`config.mk`:
```
export PLATFORM = sky130hd
export DESIGN_NAME = uart_tx_8n1
export DESIGN_NICKNAME = d
export VERILOG_FILES = /design/src/rtl/uart_pkg.sv /design/src/rtl/uart_baud_gen.sv /design/src/rtl/uart_tx_8n1.sv
export SDC_FILE = /design/constraint.sdc
export NUM_CORES = 1
export LEC_CHECK = 0
export CAP_MARGIN = 20
export CORE_ASPECT_RATIO = 1.75
export CORE_MARGIN = 5
export CORE_UTILIZATION = 45
export CTS_BUF_LIST = sky130_fd_sc_hd__clkbuf_4
export DETAILED_ROUTE_END_ITERATION = 16
export GPL_TIMING_DRIVEN = 0
export PLACE_DENSITY = 0.69
export SKIP_LAST_GASP = 1
export SLEW_MARGIN = 10
export SYNTH_ARGS = -nofsm -noshare
export SYNTH_HDL_FRONTEND = slang
export SYNTH_SLANG_ARGS = --single-unit
export TNS_END_PERCENT = 30
```
`constraint.sdc`:
```
create_clock -name clk -period 2.2 [get_ports clk]
set_input_delay 0.44 -clock clk [delete_from_list [all_inputs] [get_ports clk]]
set_output_delay 0.44 -clock clk [all_outputs]
set_load 0.01 [all_outputs]
```
`src/rtl/uart_pkg.sv`:
```
// Shared types, parity-mode constants and the baud divider helper
// for the UART transmitter.
package uart_pkg;

  typedef enum logic [2:0] {
    IDLE,
    START,
    DATA,
    PARITY,
    STOP
  } state_t;

  localparam int PARITY_NONE = 0;
  localparam int PARITY_ODD  = 1;
  localparam int PARITY_EVEN = 2;

  function automatic int clks_per_bit(input int freq, input int baud);
    return freq / baud;
  endfunction

endpackage

```
`src/rtl/uart_baud_gen.sv`:
```
// Bit-period timer: counts 0..CLKS_PER_BIT-1 and flags the last cycle of
// each bit; clr holds it at zero so a new state always starts a full bit.
module uart_baud_gen #(
  parameter int CLKS_PER_BIT = 434
) (
  input  logic clk,
  input  logic rst,
  input  logic clr,
  output logic bit_end
);

  localparam int CW = $clog2(CLKS_PER_BIT);
  localparam logic [CW-1:0] LAST = CW'(CLKS_PER_BIT - 1);

  logic [CW-1:0] count;

  assign bit_end = (count == LAST);

  always_ff @(posedge clk) begin
    if (rst || clr || bit_end) begin
      count <= '0;
    end else begin
      count <= count + 1'b1;
    end
  end

endmodule

```
`src/rtl/uart_tx_8n1.sv`:
```
// UART transmitter: one frame per tx_enable rising edge, LSB first,
// optional odd/even parity and one or two stop bits.
module uart_tx_8n1 #(
  parameter int CLK_FREQ  = 50_000_000,
  parameter int BAUD      = 115200,
  parameter int PARITY    = 0,
  parameter int STOP_BITS = 1
) (
  input  logic       clk,
  input  logic       rst,
  input  logic [7:0] data_8,
  input  logic       tx_enable,
  output logic       txd,
  output logic       tx_busy,
  output logic       tx_done
);
  import uart_pkg::*;

  localparam int CLKS_PER_BIT = clks_per_bit(CLK_FREQ, BAUD);
  localparam logic STOP_LAST = 1'(STOP_BITS - 1);

  if (CLKS_PER_BIT < 2 || PARITY < PARITY_NONE || PARITY > PARITY_EVEN ||
      STOP_BITS < 1 || STOP_BITS > 2) begin : g_bad_cfg
    $error("uart_tx_8n1: unsupported CLKS_PER_BIT, PARITY or STOP_BITS");
  end

  state_t     state;
  logic       tx_enable_q;
  logic       start;
  logic       bit_end;
  logic [7:0] shreg;
  logic [2:0] bit_idx;
  logic       par_acc;
  logic       par_next;
  logic       stop_cnt;

  assign start    = tx_enable & ~tx_enable_q;
  assign par_next = par_acc ^ shreg[0];

  uart_baud_gen #(
    .CLKS_PER_BIT(CLKS_PER_BIT)
  ) u_baud (
    .clk    (clk),
    .rst    (rst),
    .clr    (state == IDLE),
    .bit_end(bit_end)
  );

  // History resets high so an enable already asserted through reset is not an edge.
  always_ff @(posedge clk) begin
    if (rst) begin
      tx_enable_q <= 1'b1;
      state       <= IDLE;
      txd         <= 1'b1;
      tx_busy     <= 1'b0;
      tx_done     <= 1'b0;
      bit_idx     <= '0;
      stop_cnt    <= 1'b0;
    end else begin
      tx_enable_q <= tx_enable;
      tx_done     <= 1'b0;
      case (state)
        IDLE: begin
          txd <= 1'b1;
          if (start) begin
            shreg    <= data_8;
            par_acc  <= 1'b0;
            bit_idx  <= '0;
            stop_cnt <= 1'b0;
            state    <= START;
            txd      <= 1'b0;
            tx_busy  <= 1'b1;
          end
        end
        START: begin
          if (bit_end) begin
            state <= DATA;
            txd   <= shreg[0];
          end
        end
        DATA: begin
          if (bit_end) begin
            shreg   <= shreg >> 1;
            par_acc <= par_next;
            bit_idx <= bit_idx + 3'd1;
            if (bit_idx == 3'd7) begin
              if (PARITY != PARITY_NONE) begin
                state <= uart_pkg::PARITY;
                txd   <= (PARITY == PARITY_EVEN) ? par_next : ~par_next;
              end else begin
                state <= STOP;
                txd   <= 1'b1;
              end
            end else begin
              txd <= shreg[1];
            end
          end
        end
        uart_pkg::PARITY: begin
          if (bit_end) begin
            state <= STOP;
            txd   <= 1'b1;
          end
        end
        STOP: begin
          if (bit_end) begin
            if (stop_cnt == STOP_LAST) begin
              state   <= IDLE;
              tx_busy <= 1'b0;
              tx_done <= 1'b1;
            end else begin
              stop_cnt <= stop_cnt + 1'b1;
            end
          end
        end
        default: begin
          state <= IDLE;
          txd   <= 1'b1;
        end
      endcase
    end
  end

endmodule
```
Yosys cells after proc, flatten, opt, wreduce, memory -nomap -nowiden
Cells that the tools add are included.

storage, ports and cells
  input port bits = 11
  bits in registers = 28

operators by class
  bitwise logic cells = 5
  reductions and logical operators = 12
  equal/unequal tests = 13
  $add $sub $neg = 3
  muxes and demuxes = 29

operators by type and width
  kind                 count
  $mux 3               9
  $mux 8               2
  $pmux 8 s2           1
  $pmux 3 s5           1
  $mux 1               12
  $reduce_and 4->1     3
  $add 9x1->9 const B  1
  $eq 9x9->1 const B   1
  $ne 2x1->1 const B   4
  $reduce_and 7->1     1
  $eq 3x2->1 const B   2
  $eq 3x3->1 const B   2
  $ne 2x2->1 const B   3
  $pmux 3 s2           1
  $reduce_and 3->1     2
  $pmux 1 s5           1
  $not 1->1            4
  $pmux 1 s2           2
  $reduce_bool 2->1    2
  $add 3x1->3 const B  1
  $eq 3x1->1 const B   1
  $logic_not 3->1      1
  $reduce_or 3->1      1
  $logic_or 1x1->1     2
  2 further kinds      2

Logic depth before layout (Yosys ltp)
Gate-level depths: netlist of the first run.

  depth in word-level cells = 4
  depth in mapped cells = 6

Modules after synthesis
From an unflattened synthesis of the first run, not the netlist that was laid out.

unflattened totals
  cell total of the unflattened synthesis = 129
  area total of the unflattened synthesis = 1,350.0 sq um

by module, submodules not included
  module         cells each  area each (sq um)  times used
  uart_tx_8n1    83          935.9              1
  uart_baud_gen  46          414.1              1

Worst setup path before layout of the first run
OpenSTA, ideal clock, no wires.

  path type = reg2reg
  start = register u_baud.count[0]
  end = register shreg[0] (enable)
  library setup time = 0.395 ns
  slack = 0.184 ns
  period minus slack after synthesis = 2.016 ns
  required time = 1.805 ns
  arrival time = 1.621 ns
  cell stages (with the launch flop) = 5
  buffers on the path = 0
  path through = dfxtp_1 -> ha_1 -> and2_2 -> a41oi_1 -> nor4_1

on the way
  cells in the longest elaborated chain, start to end = 3

ends and longest elaborated chain
  element                     line                 RTL
  start, declared             uart_baud_gen.sv:15  logic [CW-1:0] count;
  start signal, assigned      uart_baud_gen.sv:23  count <= count + 1'b1;
  $eq 9x9->1                  uart_baud_gen.sv:17  assign bit_end = (count == LAST);
  $ne 2x1->1 (no line)        --
  $reduce_and 4->1 (no line)  --
  end signal, assigned        uart_tx_8n1.sv:66    shreg <= data_8;
  end signal, assigned        uart_tx_8n1.sv:83    shreg <= shreg >> 1;
  end, declared               uart_tx_8n1.sv:31    logic [7:0] shreg;

No other way between the ends.
A chain may end at the register's enable or synchronous reset.

Worst setup path after layout of the first run
  start = input port tx_enable
  end = register shreg[4] (enable)

on the way
  cells in the longest elaborated chain, start to end = 3

ends and longest elaborated chain
  element                     line               RTL
  start, declared             uart_tx_8n1.sv:12  input logic tx_enable,
  $and 1x1->1                 uart_tx_8n1.sv:37  assign start = tx_enable & ~tx_enable_q;
  $ne 2x2->1 (no line)        --
  $reduce_and 4->1 (no line)  --

No other way between the ends.

==> out/qor.yml, run 1 <==
synthesis:
  synth.yosys.warnings: 0
  synth_area_leaders: "dfxtp_1, edfxtp_1, mux2_2, ha_1, nor2_1"
  synth.net_count: 130
  synth_largest_type_area_fraction_pct: 31.0
  syn-mean-instance-area_um2: 10.7
  synth_top_cell_by_area: "dfxtp_1"
  yosys_register_bits: 27
  primary_ff_master_synth: "dfxtp_1"
  synth_cell_types: 38
  post_synth_edffs: 8
  synthCells: 115
  yosysSeqAreaShare_pct: 50.5
  synth_area_um2: 1230
  asyncSetResetFlopFracSynth_pct: 0
clocking:
  clkTransAtPathRegs_ps: 130
  cts_tree: "yes"
  cts_sinks: 27
  cts-htree-levels: 1
  cts-buffers-inserted: 3
  holdBufCountCts: 0
  clock_tree.buffer_depth: 2
  cts_post_setup_buffers_inserted: 0
  clock_tree.root_cell: "clkbuf_4"
  clk_latency_ps: 310
  cts.repair.resized: 0
critical_path:
  rr_startpoint: "u_baud.count[0]$_SDFF_PP0_"
  timing_worst_setup_path_type: "in -> reg"
  largest_stage_delay_on_the_critical_path_ps: 670
  reg2reg_to: "shreg[4]$_DFFE_PP_"
  timing.critical_path.arrival_ps: 1890
  endpoint_kind: "flop"
  worstPathCellList: "clkdlybuf4s50_1, nor3b_1, a41oi_1, nor4_2"
  startpoint_type: "primary input"
  rrSetupSlack_ps: 270
  crit_slowest_cell: "nor4_2"
  cp_top_family: "simple AND/OR/NAND/NOR gates"
  cp_num_buf_inv: 1
  reg2reg_depth: 4
  timing.critical_path.fanout_max: 8
  worst_ep_required_time_ps: 2150
power_and_ir_drop:
  proportion_of_power_drawn_by_combinational_gates_pct: 7.6
  p_int_uw: 639
  power.switching_fraction_pct: 20.0
  power.share.sequential_pct: 65.8
  power.ir.vdd_worst_mv: 0.384
  reported_net_switching_power_uw: 160
  part_of_the_total_power_dissipated_in_the_clock_network_pct: 26.6
  power_leakage_uw: 0.000482
  power_density_nw_per_um2: 563
  report.power.total_uw: 799
sta:
  max_slew.worst_pin.slew_ps: 820
  final_hold_viol_count: 0
  fin_hold_ws_ps: 479
  normalized_max_slew_margin_pct: 44.9
  setup_viol_count_final: 0
  clock_period_minus_final_worst_setup_slack_ps: 1930
  final_setup_slack_of_the_worst_path_ps: 266
  rsz0062_at_grt: "false"
  clock-skew-final_ps: 1.65
  report.final.slew_viol_count: 0
  layout_worst_path_cycle_share_pct: 87.9
  max_freq_ghz: 0.517
global_routing:
  grt_antenna_before_repair: 0
  first_pass_grt_wire_length_mm: 3.83
  grt_use_total_pct: 12.0
  via_count_of_the_first_global_routing_pass: 877
  globalRouteOverflowTotal: 0
  grt_max_degree: 15
route:
  firstDrtPassIters: 3
  wire_per_inst_um: 13.1
  detail-route-antenna-nets: 0
  detailroute.via_count: 856
  number_of_design_rule_violations_left_by_the_first_detailed_router_iteration: 15
  routed_wirelength_mm: 2.08
  vias_per_cell: 5.42
  drc: 0
layout:
  fin_area_um2: 1420
  post-route-util_pct: 53.4
  n_fill_cell: 237
  area.growth.synth_to_final_pct: 15.5
  nets: 147
  final_layout_size_suffix_gt1_share_pct: 16.8
  antennaDiodeCount: 0
  ff_latch_area_um2: 621
  multi_input_area_um2: 584
min_path:
  hold_depth: 2
  worst_hold_path.endpoint: "bit_idx[2]$_SDFFE_PP0P_"
  holdCritStartpoint: "bit_idx[2]$_SDFFE_PP0P_"
  hold_path_class: "reg -> reg"
placed_design:
  detailedPlacementHpwl_mm: 1.66
  placedInstanceArea_um2: 1390
  gp_routability_congestion: 0.800
  portBuffers: 12
  pre_cts_slack_ps: -142
floorplanning:
  core.rowCount: 25
  design.die.area_um2: 3920
  number_of_top_level_pins: 14
  die_width_um: 49.5
  die_h_um: 79.1
  core_area_um2: 2660
  start_util_pct: 46.2
status:
  run_status: "complete, no violations"
flow_run:
  cap_violations: 0
-- synthesized netlist by cell type (2+ instances only) --
master and count:
a21oi_1 4, clkbuf_1 4, dfxtp_1 19, edfxtp_1 8, ha_1 4, inv_1 4
mux2_2 7, nand2_1 6, nand3_1 3, nor2_1 13, nor2b_1 2, nor3_1 5
o21ai_0 2, o2bb2ai_1 3, or2_2 3, xnor2_1 4, xor2_1 3
-- cell type report --
type                       instances  share of cell area [%]
sequential                        27                    43.7
multi-input combinational         80                    41.2
timing repair buffer              12                    8.47
tap                               27                    2.38
clock buffer                       4                    2.12
buffer                             4                    1.06
inverter                           4                    1.06
-- worst max path at each step --
stage	end	from	cells past startpoint	slack, ps
finish	shreg[4]$_DFFE_PP_	tx_enable	4	270
global route	shreg[4]$_DFFE_PP_	u_baud.count[3]$_SDFF_PP0_	3	40
CTS	shreg[7]$_SDFFCE_PP0P_	u_baud.count[0]$_SDFF_PP0_	4	210
detailed placement	shreg[5]$_DFFE_PP_	tx_enable	4	-140
global placement	shreg[7]$_SDFFCE_PP0P_	tx_enable	4	-590
floorplan	shreg[0]$_DFFE_PP_	u_baud.count[0]$_SDFF_PP0_	4	180
-- sequential cells by signal, summed over array words and instances, names as in the netlist --
name	flops
u_baud.count	9
bit_idx	3
tx_done	1
shreg	8
state	3
tx_busy	1
txd	1
tx_enable_q	1
-- worst min-delay path: cells and delay by family, from the launching register on --
family	cells	cell delay, ps
flops	1	340
compound gates	1	60
simple gates	1	50
-- layout by cell type, fill, tap and decap left out, drive strengths merged, types with 3 or more instances in the layout --
cell type | Yosys | routed
a21oi | 4 | 4
o2bb2ai | 3 | 3
ha | 4 | 4
dfxtp | 19 | 19
nand2 | 6 | 6
xnor2 | 4 | 4
edfxtp | 8 | 8
xor2 | 3 | 3
clkdlybuf4s50 | 0 | 12
clkbuf | 4 | 8
nor3 | 6 | 6
mux2 | 7 | 7
inv | 4 | 4
nand3 | 4 | 4
or2 | 3 | 3
nor2 | 13 | 13
-- routing by layer --
metal	GRT usage (%)	share of wire, %	vias to the layer above
li1	-	-	445
met5	0	0	-
met3	2.44	3.9	4
met4	3.94	1.3	0
met2	22.2	53	14
met1	13.2	42	393
-- through the flow --
stage / std cells / TNS, ps
floorplan: 115 / 0
global placement: 154 / -4700
detailed placement: 154 / -1140
CTS: 158 / 0
global route: 158 / 0
finish: 158 / 0
-- cell families (layout without fill, tap and decap cells) --
family	Yosys count	in the layout	share of synthesized area, %
and+or+nand+nor	45	45	21.5
DFF	27	27	50.5
AOI/OAI and AO/OA	17	17	10.1
buffers and inverters	8	24	2.44
xor gates and xnor gates	7	7	4.99
muxes	7	7	6.42
adders and majority gates	4	4	4.07
-- power by group through the flow --
stage / clock network [uW] / registers (uW) / logic (uW)
floorplan: 0 / 537 / 30.3
global placement: 0 / 536 / 59.5
detailed placement: 0 / 537 / 61.5
CTS: 225 / 526 / 61.8
global route: 248 / 527 / 67.8
finish: 213 / 525 / 60.5
Power figures use the tool's default switching activity.
==> run 2: changes to the inputs <==
--- a/config.mk
+++ b/config.mk
@@ -5,7 +5,7 @@
 export SDC_FILE = /design/constraint.sdc
 export NUM_CORES = 1
 export LEC_CHECK = 0
-export CAP_MARGIN = 20
+export CAP_MARGIN = 15
 export CORE_ASPECT_RATIO = 1.75
 export CORE_MARGIN = 5
 export CORE_UTILIZATION = 45
==> results of run 2 <==
Same layout as run 1: the final DEF is identical, and so are final timing and power.
==> run 3: changes to the inputs <==
--- a/config.mk
+++ b/config.mk
@@ -14,7 +14,6 @@
 export GPL_TIMING_DRIVEN = 0
 export PLACE_DENSITY = 0.69
 export SKIP_LAST_GASP = 1
-export SLEW_MARGIN = 10
 export SYNTH_ARGS = -nofsm -noshare
 export SYNTH_HDL_FRONTEND = slang
 export SYNTH_SLANG_ARGS = --single-unit
==> out/qor.yml, run 3 (synthesized netlist as in run 1, its figures left out) <==
layout:
  area.growth.synth_to_final_pct: 15.9
  final_layout_size_suffix_gt1_share_pct: 17.4
  top_regs: "u_baud.count x9, shreg x8"
  mostFrequentLayoutCells: "dfxtp_1, nor2_1, clkdlybuf4s50_1, edfxtp_1, mux2_2"
  ff_latch_area_um2: 621
  nets: 148
  n_fill_cell: 235
  max_ffs_per_register: 9
  antennaDiodeCount: 0
  multi_input_area_um2: 584
  fin_area_um2: 1420
  finalNonFillerCells: 159
  leading_cell_type_in_the_layout_fill_and_taps_excluded: "dfxtp_1"
  registers.top_by_ff_count: "u_baud.count"
  post-route-util_pct: 53.6
floorplanning:
  die_h_um: 79.1
  die_width_um: 49.5
  core_area_um2: 2660
  core.rowCount: 25
  design.die.area_um2: 3920
  number_of_top_level_pins: 14
  start_util_pct: 46.2
min_path:
  hold_depth: 2
  hold_path_class: "reg -> reg"
clocking:
  holdBufCountCts: 0
  cts_tree: "yes"
  cts-buffers-inserted: 3
  cts_sinks: 27
  clock_tree.root_cell: "clkbuf_4"
  clkTransAtPathRegs_ps: 130
  clock_tree.buffer_depth: 2
  clk_latency_ps: 310
  cts-htree-levels: 1
sta:
  max_slew.worst_pin.slew_ps: 570
  max_freq_ghz: 0.541
  setup_viol_count_final: 0
  layout_worst_path_cycle_share_pct: 83.9
  clock_period_minus_final_worst_setup_slack_ps: 1850
  report.final.slew_viol_count: 0
  clock-skew-final_ps: 2.73
  final_setup_slack_of_the_worst_path_ps: 353
  normalized_max_slew_margin_pct: 61.8
  final_hold_viol_count: 0
  rsz0062_at_grt: "false"
global_routing:
  grt_use_total_pct: 12.4
  grt_antenna_before_repair: 0
  grt_max_degree: 15
  via_count_of_the_first_global_routing_pass: 914
  first_pass_grt_wire_length_mm: 3.97
  globalRouteOverflowTotal: 0
power_and_ir_drop:
  power.switching_fraction_pct: 20.1
  power_density_nw_per_um2: 561
  power.share.sequential_pct: 65.7
  proportion_of_power_drawn_by_combinational_gates_pct: 7.7
  reported_net_switching_power_uw: 160
  part_of_the_total_power_dissipated_in_the_clock_network_pct: 26.6
  report.power.total_uw: 799
  p_int_uw: 639
  power.ir.vdd_worst_mv: 0.335
  power_leakage_uw: 0.000487
critical_path:
  startpoint_type: "flop"
  reg2reg_depth: 3
  timing.critical_path.arrival_ps: 1920
  timing.critical_path.fanout_max: 10
  endpoint_kind: "flop"
  timing_worst_setup_path_type: "reg -> reg"
  worst_ep_required_time_ps: 2270
placed_design:
  gp_routability_congestion: 0.800
  pre_cts_slack_ps: -189
  detailedPlacementHpwl_mm: 1.67
  place_inst: 155
  placedInstanceArea_um2: 1390
  portBuffers: 12
route:
  firstDrtPassIters: 4
  wire_per_inst_um: 13.4
  detail-route-antenna-nets: 0
  drc: 0
  number_of_design_rule_violations_left_by_the_first_detailed_router_iteration: 13
  routed_wirelength_mm: 2.13
  detailroute.via_count: 879
  vias_per_cell: 5.53
status:
  run_status: "complete, no violations"
flow_run:
  cap_violations: 0
run 3: changes by cell type in the layout (fill, tap and decap cells not counted), sizes merged:
cell	before	now
buf	0	1
run 3: what timing repair did:
action                     4_1_cts  5_1_grt
buffers inserted                 0        0
gates resized for setup          0        1
setup endpoints to repair        0        5
run 3: worst max-delay path: stages, from the launching register on:
cell and delay, ps:
dfxtp_1 330, clkbuf_1 320, nor3b_2 570, mux2_2 400
run 3: path summary, 6_finish.rpt:
| kind | startpoint | end | slack [ps] |
|---|---|---|---|
| hold / removal | bit_idx[2]$_SDFFE_PP0P_ | bit_idx[2]$_SDFFE_PP0P_ | 480 |
| hold reg to reg | bit_idx[2]$_SDFFE_PP0P_ | bit_idx[2]$_SDFFE_PP0P_ | 480 |
| setup reg to reg | state[1]$_SDFFE_PP0P_ | shreg[0]$_DFFE_PP_ | 350 |
| setup / recovery | state[1]$_SDFFE_PP0P_ | shreg[0]$_DFFE_PP_ | 350 |
run 3: power groups by stage:
stage          clock, uW  combinational [uW]  sequential [uW]
2_1_floorplan          0                30.3              537
3_3_place_gp           0                59.5              536
3_5_place_dp           0                61.6              536
4_1_cts              226                61.8              526
5_1_grt              251                68.4              527
6_report             212                61.4              525
run 3: per-stage QoR:
stage                     hold slack (ps)  TNS [ps]
after floorplan                       430         0
after global placement                445     -4700
after detailed placement              456      -946
after CTS                             486         0
after global routing                  513         0
final                                 479         0
run 3: area by class of cell:
type,count,area share [%]
buffer,4,1.05
clock buffer,4,2.11
inverter,4,1.05
multi-input combinational,80,41.0
sequential,27,43.6
tap,27,2.37
timing repair buffer,13,8.79
run 3: layer usage:
| layer | up-vias | global-route usage [%] | share of wire [%] |
|---|---|---|---|
| met2 | 14 | 21.8 | 53 |
| met3 | 2 | 2.63 | 4.0 |
| met4 | 0 | 5.77 | 1.1 |
| li1 | 449 | - | - |
| met1 | 414 | 13.9 | 42 |
| met5 | - | 0 | 0 |
